[src/rtl/button_pulser.sv]
// rtl/button_pulser.sv - four-button debouncer with auto-repeat and prioritised one-cycle command pulses
module button_pulser #(
   parameter logic [19:0] DEBOUNCE_CYCLES = 20'd500000,
   parameter logic [7:0]  REPEAT_DELAY    = 8'd50,
   parameter logic [7:0]  REPEAT_RATE     = 8'd10
) (
   input  logic       clk,
   input  logic       resetN,
   input  logic       slow_clock,
   input  logic       btnDigit,
   input  logic       btnSel,
   input  logic       btnResetDigit,
   input  logic       btnResetSel,
   output logic       incDigit,
   output logic       incSelection,
   output logic       resetDigit,
   output logic       resetSel,
   output logic [3:0] pressedMask
);

   typedef enum logic [1:0] {IDLE = 2'd0, DELAY = 2'd1, REPEAT = 2'd2} rep_state_t;

   // Bit order everywhere: {resetSel, resetDigit, sel, digit}
   logic [3:0]  raw, sync1, sync2, level, level_q, press, fall, cand_q;
   logic [19:0] db_cnt [4];
   rep_state_t  state [2];
   rep_state_t  state_nxt [2];
   logic [7:0]  tick_cnt [2];
   logic [7:0]  tick_cnt_nxt [2];
   logic [1:0]  rep_fire;
   logic        inc_digit_ok, inc_sel_ok;

   assign raw   = {btnResetSel, btnResetDigit, btnSel, btnDigit};
   assign press = level & ~level_q;
   assign fall  = ~level & level_q;

   always_ff @(posedge clk) begin
      if (!resetN) begin
         sync1   <= '0;
         sync2   <= '0;
         level   <= '0;
         level_q <= '0;
         for (int i = 0; i < 4; i++) db_cnt[i] <= '0;
      end else begin
         sync1   <= raw;
         sync2   <= sync1;
         level_q <= level;
         for (int i = 0; i < 4; i++) begin
            if (sync2[i] == level[i]) begin
               db_cnt[i] <= '0;
            end else if (db_cnt[i] + 20'd1 == DEBOUNCE_CYCLES) begin
               db_cnt[i] <= '0;
               level[i]  <= ~level[i];
            end else begin
               db_cnt[i] <= db_cnt[i] + 20'd1;
            end
         end
      end
   end

   // Auto-repeat for digit and sel; a debounced release always wins over a tick.
   always_comb begin
      for (int i = 0; i < 2; i++) begin
         state_nxt[i]    = state[i];
         tick_cnt_nxt[i] = tick_cnt[i];
         rep_fire[i]     = 1'b0;
         if (fall[i]) begin
            state_nxt[i]    = IDLE;
            tick_cnt_nxt[i] = '0;
         end else begin
            case (state[i])
               IDLE: begin
                  if (press[i]) begin
                     state_nxt[i]    = DELAY;
                     tick_cnt_nxt[i] = '0;
                  end
               end
               DELAY: begin
                  if (slow_clock) begin
                     if (tick_cnt[i] + 8'd1 == REPEAT_DELAY) begin
                        rep_fire[i]     = 1'b1;
                        tick_cnt_nxt[i] = '0;
                        state_nxt[i]    = REPEAT;
                     end else begin
                        tick_cnt_nxt[i] = tick_cnt[i] + 8'd1;
                     end
                  end
               end
               REPEAT: begin
                  if (slow_clock) begin
                     if (tick_cnt[i] + 8'd1 == REPEAT_RATE) begin
                        rep_fire[i]     = 1'b1;
                        tick_cnt_nxt[i] = '0;
                     end else begin
                        tick_cnt_nxt[i] = tick_cnt[i] + 8'd1;
                     end
                  end
               end
               default: begin
                  state_nxt[i]    = IDLE;
                  tick_cnt_nxt[i] = '0;
               end
            endcase
         end
      end
   end

   // Increments are suppressed while the matching reset button is held.
   assign inc_digit_ok = cand_q[0] & ~level[2];
   assign inc_sel_ok   = cand_q[1] & ~level[3];

   always_ff @(posedge clk) begin
      if (!resetN) begin
         for (int i = 0; i < 2; i++) begin
            state[i]    <= IDLE;
            tick_cnt[i] <= '0;
         end
         cand_q       <= '0;
         pressedMask  <= '0;
         resetDigit   <= 1'b0;
         resetSel     <= 1'b0;
         incDigit     <= 1'b0;
         incSelection <= 1'b0;
      end else begin
         for (int i = 0; i < 2; i++) begin
            state[i]    <= state_nxt[i];
            tick_cnt[i] <= tick_cnt_nxt[i];
         end
         cand_q       <= {press[3], press[2], press[1] | rep_fire[1], press[0] | rep_fire[0]};
         pressedMask  <= level;
         resetDigit   <= cand_q[2];
         resetSel     <= cand_q[3] & ~cand_q[2];
         incDigit     <= inc_digit_ok & ~cand_q[2] & ~cand_q[3];
         incSelection <= inc_sel_ok & ~cand_q[2] & ~cand_q[3] & ~inc_digit_ok;
      end
   end

endmodule

[config.mk]
export PLATFORM = sky130hd
export DESIGN_NAME = button_pulser
export DESIGN_NICKNAME = d
export VERILOG_FILES = /design/src/rtl/button_pulser.sv
export SDC_FILE = /design/constraint.sdc
export NUM_CORES = 1
export LEC_CHECK = 0
export CORE_MARGIN = 2
export CORE_UTILIZATION = 56
export CTS_CLUSTER_DIAMETER = 80
export DETAILED_ROUTE_END_ITERATION = 16
export PLACE_DENSITY = 0.76
export RECOVER_POWER = 25
export SLEW_MARGIN = 20
export SYNTH_ARGS = -nofsm -noshare
export SYNTH_HDL_FRONTEND = slang
export SYNTH_SLANG_ARGS = --single-unit
[constraint.sdc]
create_clock -name clk -period 3.8 [get_ports clk]
set_input_delay 0.38 -clock clk [delete_from_list [all_inputs] [get_ports clk]]
set_output_delay 0.38 -clock clk [all_outputs]
set_load 0.02 [all_outputs]
==> results of run 1 <==
kinds of logic after synthesis:
group | Yosys count
and+or+nand+nor | 401
AOI/OAI and AO/OA | 136
DFF | 124
xor gates and xnor gates | 78
buffers and inverters | 73
adders and majority gates | 15
muxes | 7
other | 1
final cells by class:
type | count | area [sq um] | area share, %
multi-input combinational | 717 | 4365 | 50.13
sequential | 124 | 3283 | 37.70
clock buffer | 18 | 439.2 | 5.043
tap | 176 | 220.2 | 2.529
timing repair buffer | 16 | 151.4 | 1.739
inverter | 35 | 131.4 | 1.509
clock inverter | 14 | 117.6 | 1.351
report_power, final:
group / switching [mW] / internal (mW) / total (mW)
combinational: 0.0741 / 0.0508 / 0.125
sequential: 0.0582 / 1.48 / 1.53
clock: 0.606 / 0.914 / 1.52
flip-flops by register name, indices dropped and copies added (netlist names):
signal        count
db_cnt           80
tick_cnt         16
cand_q            4
level             4
pressedMask       4
state             4
sync1             4
sync2             4
incDigit          1
incSelection      1
resetDigit        1
resetSel          1
cell usage after synthesis, types with 4 or more instances:
cell type   n  area share [%]
nor2_1     86             4.2
clkbuf_1   25             1.2
nor4_1     21             1.7
nand4_1    27             2.2
buf_2       8            0.52
a311oi_1    5            0.57
nor3b_1    10            0.98
ha_1       15             2.5
o22ai_1     6            0.49
nand3b_1    4            0.39
mux2i_1     6            0.79
and4_1     10             1.1
xor2_1     34             3.9
o21bai_1    4            0.39
a41oi_1     4            0.46
nand3_1    47             3.1
a21oi_1    28             1.8
nand2_1    80             3.9
and2_1     13             1.1
o21ai_0    22             1.4
o21a_1      5            0.49
dfxtp_1    44              12
and3_1     20             1.6
nand2b_1   11            0.90
o31ai_1     6            0.59
a31oi_1     9            0.74
or3_1      11            0.90
nor3_1     35             2.3
nor2b_1     5            0.41
edfxtp_1   80              31
a211oi_1    4            0.39
inv_1      35             1.7
xnor2_1    44             5.0
layout by cell type (no fill, tap or decap), types with 9 or more instances in the layout:
master          n
and3_1         20
nand4_1        27
a31oi_1         9
dfxtp_1        44
or3_1          11
nor2_1         86
and2_1          9
a21oi_1        28
xor2_1         34
and4_1         10
nand3_1        47
xnor2_1        44
conb_1         80
inv_1          35
ha_1           15
nor3b_1        10
edfxtp_1       80
dlygate4sd3_1   9
nor3_1         35
o21ai_0        22
clkbuf_16      17
nand2b_1       11
nor4_1         21
nand2_1        80
per-layer routing:
metal	global-route usage [%]	up-vias	share of wire, %	wire length, microns
li1	-	3158	-	-
met1	31.11	2844	49	7561
met2	35.85	127	46	7092
met3	4.558	18	3.9	596
met4	6.468	0	1.4	209
met5	0	-	0	0
how the worst min path moves through the flow:
stage	startpoint	endpoint	slack, ns	depth (start not counted)
after floorplan	cand_q[2]$_SDFF_PN0_	resetSel$_SDFF_PN0_	0.41	1
after global placement	sync1[3]$_SDFF_PN0_	sync2[3]$_SDFF_PN0_	0.41	1
after detailed placement	sync1[0]$_SDFF_PN0_	sync2[0]$_SDFF_PN0_	0.42	1
after CTS	sync1[0]$_SDFF_PN0_	sync2[0]$_SDFF_PN0_	0.43	1
after global routing	sync1[0]$_SDFF_PN0_	sync2[0]$_SDFF_PN0_	0.45	1
final	sync1[0]$_SDFF_PN0_	sync2[0]$_SDFF_PN0_	0.43	1
==> results.yml, run 1 <==
status:
  outcome: "complete, no violations"
synth:
  synth.mux.area_fraction_pct: 0.9324
  synth_seq_cells: 124
  synth_area_sq_um: 7649
  seq_area_frac_synth_pct: 42.92
  synthSimpleGateAreaFrac_pct: 28.09
  synthArstFlopShare_pct: 0
  syn_avg_cell_area_sq_um: 9.160
  synthAdderAreaFrac_pct: 2.454
  synth_ff_type: "edfxtp_1"
  yosysUniqueCellTypes: 75
  synth_top_family_by_area: "simple AND/OR/NAND/NOR gates"
  synth_compound_area_share_pct: 12.74
  synth_warnings: 0
  synth_xor_area_share_pct: 8.932
  synth_edf_count: 80
  syn_inst: 835
run:
  max_cap_violations: 0
die:
  start_util_pct: 57.53
  fp.dieH_microns: 120.9
  die_x_microns: 120.9
  core-area_sq_um: 13300
  num_io_pins: 15
  die-area_sq_um: 14610
  fp-row-count: 42
global_routing:
  antenna_found_initial: 0
  grt_overflow: 0
  track_usage_pct: 22.50
  grt_pass1_wl_mm: 26.69
  grt_pass1_vias: 5720
  grt_max_degree: 25
placed_design:
  dpl.hpwl_mm: 11.05
  place.gp.congestion: 0.8860
  dp_slack_ns: 0.6169
  placedCellCount: 1068
  placedInstanceArea_sq_um: 8155
  port_buffers: 14
power_and_ir_drop:
  p_per_area_nw_per_um2: 365.0
  power.leakage_nw: 3.096
  total_power_mw: 3.179
  ir_drop_uv: 288.9
cts:
  post_cts_buffers: 0
  cts_tree: "done"
  cts-root-buf: "clkbuf_16"
  cts_buffers: 17
  cts_repair_resize_count: 0
  cts_buffer_depth: 2
  cts_num_sinks: 124
  hold_buffers: 0
  htree_num_levels: 4
  clkLatencyLatePin_ns: 0.42
  cts.clk_slew.worst_paths_ns: 0.06
detailed_routing:
  vias_per_cell: 5.588
  dr.pass1.iters: 5
  wl_per_cell_microns: 14.05
  route.detailed.drc: 0
  drt_wl_total_mm: 15.46
  final_antenna_net_count: 0
  vias: 6147
  drt_iter0_drc: 534
finish:
  post-route-cell-area_sq_um: 8708
  nNetsFinal: 933
  final_core_util_pct: 65.50
  nFillCells: 1138
  n_antenna_cell: 0
  stdcell_count: 1100
  area_growth_pct: 13.86
  drive_above_1_share_pct: 5.628
timing:
  period_minus_slack_ns: 3.171
  drv_slew: 0
  tightest_slew_ns: 0.9057
  setup_ws_ns: 0.6288
  hold_slack_ns: 0.4318
  clock_skew_ns: 0.005787
  hold_viol: 0
  slew_headroom_pct: 38.98
  max_freq_ghz: 0.3153
  setup_violations: 0
  period_share_pct: 83.45
  rsz0062_at_grt: "false"
  setup-tns-final_ns: 0
critical_path:
  r2r_end: "db_cnt[1][8]$_SDFFCE_PN0P_"
  worst-path-stages: 7
  rr_startpoint: "db_cnt[1][0]$_SDFFCE_PN0P_"
  crit_buf_inv: 0
  crit_fanout: 10
  slowest_stage: "nor4_4"
  worstSetupPathType: "register to register"
  max_stage_delay_ns: 0.54
  crit_start: "db_cnt[1][0]$_SDFFCE_PN0P_"
  reg2reg_slack_ns: 0.63
  startpoint_type: "register"
  end_kind: "register"
  critical_path_required_ns: 3.93
  cp.arrival_ns: 3.30
  cp_top_family: "simple AND/OR/NAND/NOR gates"
  worstPathCellList: "ha_1 -> nand3_1 -> or2_2 -> nor3_1 -> o2111ai_1 -> nor4_4 -> nor3_1"
  r2r_cells: 7
  cp_common_cell: "nor3_1"
  endpoint: "db_cnt[1][8]$_SDFFCE_PN0P_"
min_path:
  hold_path.class: "register to register"
(Power assumes the default switching activity.)
==> inputs of run 2 (changes only) <==
--- a/config.mk
+++ b/config.mk
@@ -9,7 +9,7 @@
 export CORE_UTILIZATION = 56
 export CTS_CLUSTER_DIAMETER = 80
 export DETAILED_ROUTE_END_ITERATION = 16
-export PLACE_DENSITY = 0.76
+export PLACE_DENSITY = 0.79
 export RECOVER_POWER = 25
 export SLEW_MARGIN = 20
 export SYNTH_ARGS = -nofsm -noshare
==> constraint.sdc (replaced) <==
create_clock -name clk -period 2.9 [get_ports clk]
set_input_delay 0.29 -clock clk [delete_from_list [all_inputs] [get_ports clk]]
set_output_delay 0.29 -clock clk [all_outputs]
set_load 0.02 [all_outputs]
==> results.yml, run 2 (synthesized netlist as in run 1, its figures left out) <==
timing:
  tightest_slew_ns: 0.9004
  slew_headroom_pct: 39.34
  setup_violations: 0
  period_minus_slack_ns: 2.662
  setup-tns-final_ns: 0
  hold_viol: 0
  period_share_pct: 91.80
  rsz0062_at_grt: "false"
  drv_slew: 0
  clock_skew_ns: 0.006459
  max_freq_ghz: 0.3756
run:
  max_cap_violations: 0
detailed_routing:
  drt_wl_total_mm: 15.75
  dr.pass1.iters: 5
  vias_per_cell: 5.697
  route.detailed.drc: 0
  vias: 6398
  wl_per_cell_microns: 14.02
  top_layer: "met4"
  wl_met2_mm: 7.505
  met3_length_microns: 765
  drt_iter0_drc: 551
  wl_met1_mm: 7.288
  final_antenna_net_count: 0
cts:
  cts_num_sinks: 124
  cts_repair_resize_count: 0
  cts_buffers: 17
  post_cts_buffers: 0
  clkLatencyLatePin_ns: 0.41
  cts-root-buf: "clkbuf_16"
  htree_num_levels: 4
  hold_buffers: 0
  cts_tree: "done"
  cts.clk_slew.worst_paths_ns: 0.06
  cts_buffer_depth: 2
finish:
  n_antenna_cell: 0
  multi_input_area_sq_um: 4365
  reg_top3: "db_cnt: 80 flops, tick_cnt: 16 flops"
  nFillCells: 1084
  final_cell_mix: "86 x nor2_1, 80 x nand2_1, 80 x edfxtp_1, 80 x conb_1, 47 x nand3_1"
  layout_commonest_cell: "nor2_1"
  nNetsFinal: 956
  largest_reg_flops: 80
  area_growth_pct: 16.91
  top_register: "db_cnt"
  regArea_sq_um: 3283
  drive_above_1_share_pct: 7.920
min_path:
  hold_path_depth: 1
  whs_endpoint: "cand_q[3]$_SDFF_PN0_"
  min_from: "pressedMask[3]$_SDFF_PN0_"
  hold_path.class: "register to register"
die:
  fp-row-count: 42
  num_io_pins: 15
  die-area_sq_um: 14610
  fp.dieH_microns: 120.9
  core-area_sq_um: 13300
  start_util_pct: 57.53
  die_x_microns: 120.9
global_routing:
  grt_overflow: 0
  grt_max_degree: 21
  grt_pass1_vias: 5907
  track_usage_pct: 22.47
  antenna_found_initial: 0
  grt_pass1_wl_mm: 26.59
critical_path:
  r2r_end: "db_cnt[1][17]$_SDFFCE_PN0P_"
  critical_path_required_ns: 3.04
  end_kind: "register"
  crit_fanout: 11
  rr_startpoint: "db_cnt[1][2]$_SDFFCE_PN0P_"
  cp.arrival_ns: 2.80
  worstSetupPathType: "register to register"
  r2r_cells: 7
  reg2reg_slack_ns: 0.24
  startpoint_type: "register"
power_and_ir_drop:
  swShare_pct: 23.10
  power.leakage_nw: 3.238
  total_power_mw: 4.364
  p_per_area_nw_per_um2: 488.0
  pwr-share-seq_pct: 45.9
  p_sw_mw: 1.008
  intPower_mw: 3.356
  p_clk_share_pct: 50.0
  p_comb_share_pct: 4.1
  ir_drop_uv: 287.9
status:
  outcome: "complete, no violations"
placed_design:
  port_buffers: 14
  place.gp.congestion: 0.9199
  dpl.hpwl_mm: 11.35
==> run 2: cell count changes in the layout (fill, tap and decap cells not counted), moves of 2 or more <==
cell | before | now
buf_4 | 1 | 23
clkbuf_16 | 17 | 20
inv_4 | 4 | 1
clkdlybuf4s50_1 | 5 | 7
clkinv_4 | 2 | 4
clkinvlp_4 | 3 | 1
dlygate4sd3_1 | 9 | 7
inv_6 | 1 | 3
==> run 2: per-stage QoR <==
step | util, % | cell area [sq um] | hold WS [ns] | cells | setup slack (ns)
detailed placement | 62.64 | 8328 | 0.4230 | 1091 | 0.2540
global placement | 62.64 | 8328 | 0.4140 | 1091 | 0.3457
finish | 67.26 | 8942 | 0.4361 | 1123 | 0.2377
floorplan | - | 7945 | 0.4059 | 914 | 0.2427
global route | 67.26 | 8942 | 0.4510 | 1123 | 0.07216
CTS | 67.32 | 8950 | 0.4375 | 1123 | 0.2391
==> run 2: routing by layer <==
layer	up-vias	track usage (%)
met5	-	0
met4	0	7.631
met3	24	4.934
met2	199	36.90
met1	2965	29.43
li1	3210	-
==> run 2: worst max path at each step <==
stage | from | to | slack, ns | cells after the start
after floorplan | db_cnt[1][0]$_SDFFCE_PN0P_ | db_cnt[1][1]$_SDFFCE_PN0P_ | 0.24 | 8
after global placement | db_cnt[1][2]$_SDFFCE_PN0P_ | db_cnt[1][17]$_SDFFCE_PN0P_ | 0.35 | 7
after detailed placement | db_cnt[1][2]$_SDFFCE_PN0P_ | db_cnt[1][17]$_SDFFCE_PN0P_ | 0.25 | 7
after CTS | db_cnt[1][2]$_SDFFCE_PN0P_ | db_cnt[1][17]$_SDFFCE_PN0P_ | 0.24 | 7
after global routing | db_cnt[1][2]$_SDFFCE_PN0P_ | db_cnt[1][17]$_SDFFCE_PN0P_ | 0.07 | 7
final | db_cnt[1][2]$_SDFFCE_PN0P_ | db_cnt[1][17]$_SDFFCE_PN0P_ | 0.24 | 7
==> run 2: area by class of cell <==
class | count | share of cell area [%]
clock buffers | 20 | 5.597
clock inverters | 12 | 1.357
inverters | 35 | 1.469
multi-input cells | 717 | 48.82
flip-flops and latches | 124 | 36.71
well taps | 176 | 2.463
repair buffers | 39 | 3.582
==> run 2: power by group through the flow <==
stage | clock [mW] | sequential (mW) | combinational, mW
2_1_floorplan | 0 | 2.01 | 0.147
4_1_cts | 2.23 | 2.00 | 0.175
3_3_place_gp | 0 | 2.03 | 0.172
5_1_grt | 2.29 | 2.01 | 0.202
6_report | 2.18 | 2.00 | 0.178
3_5_place_dp | 0 | 2.04 | 0.173
==> run 2: critical path, stage by stage (launching register included) <==
cell and delay, ns:
edfxtp_1 0.53, nand4_1 0.30, nor4_1 0.36, xnor2_1 0.13
or4_4 0.54, nor4_4 0.24, buf_4 0.21, nor3_1 0.06
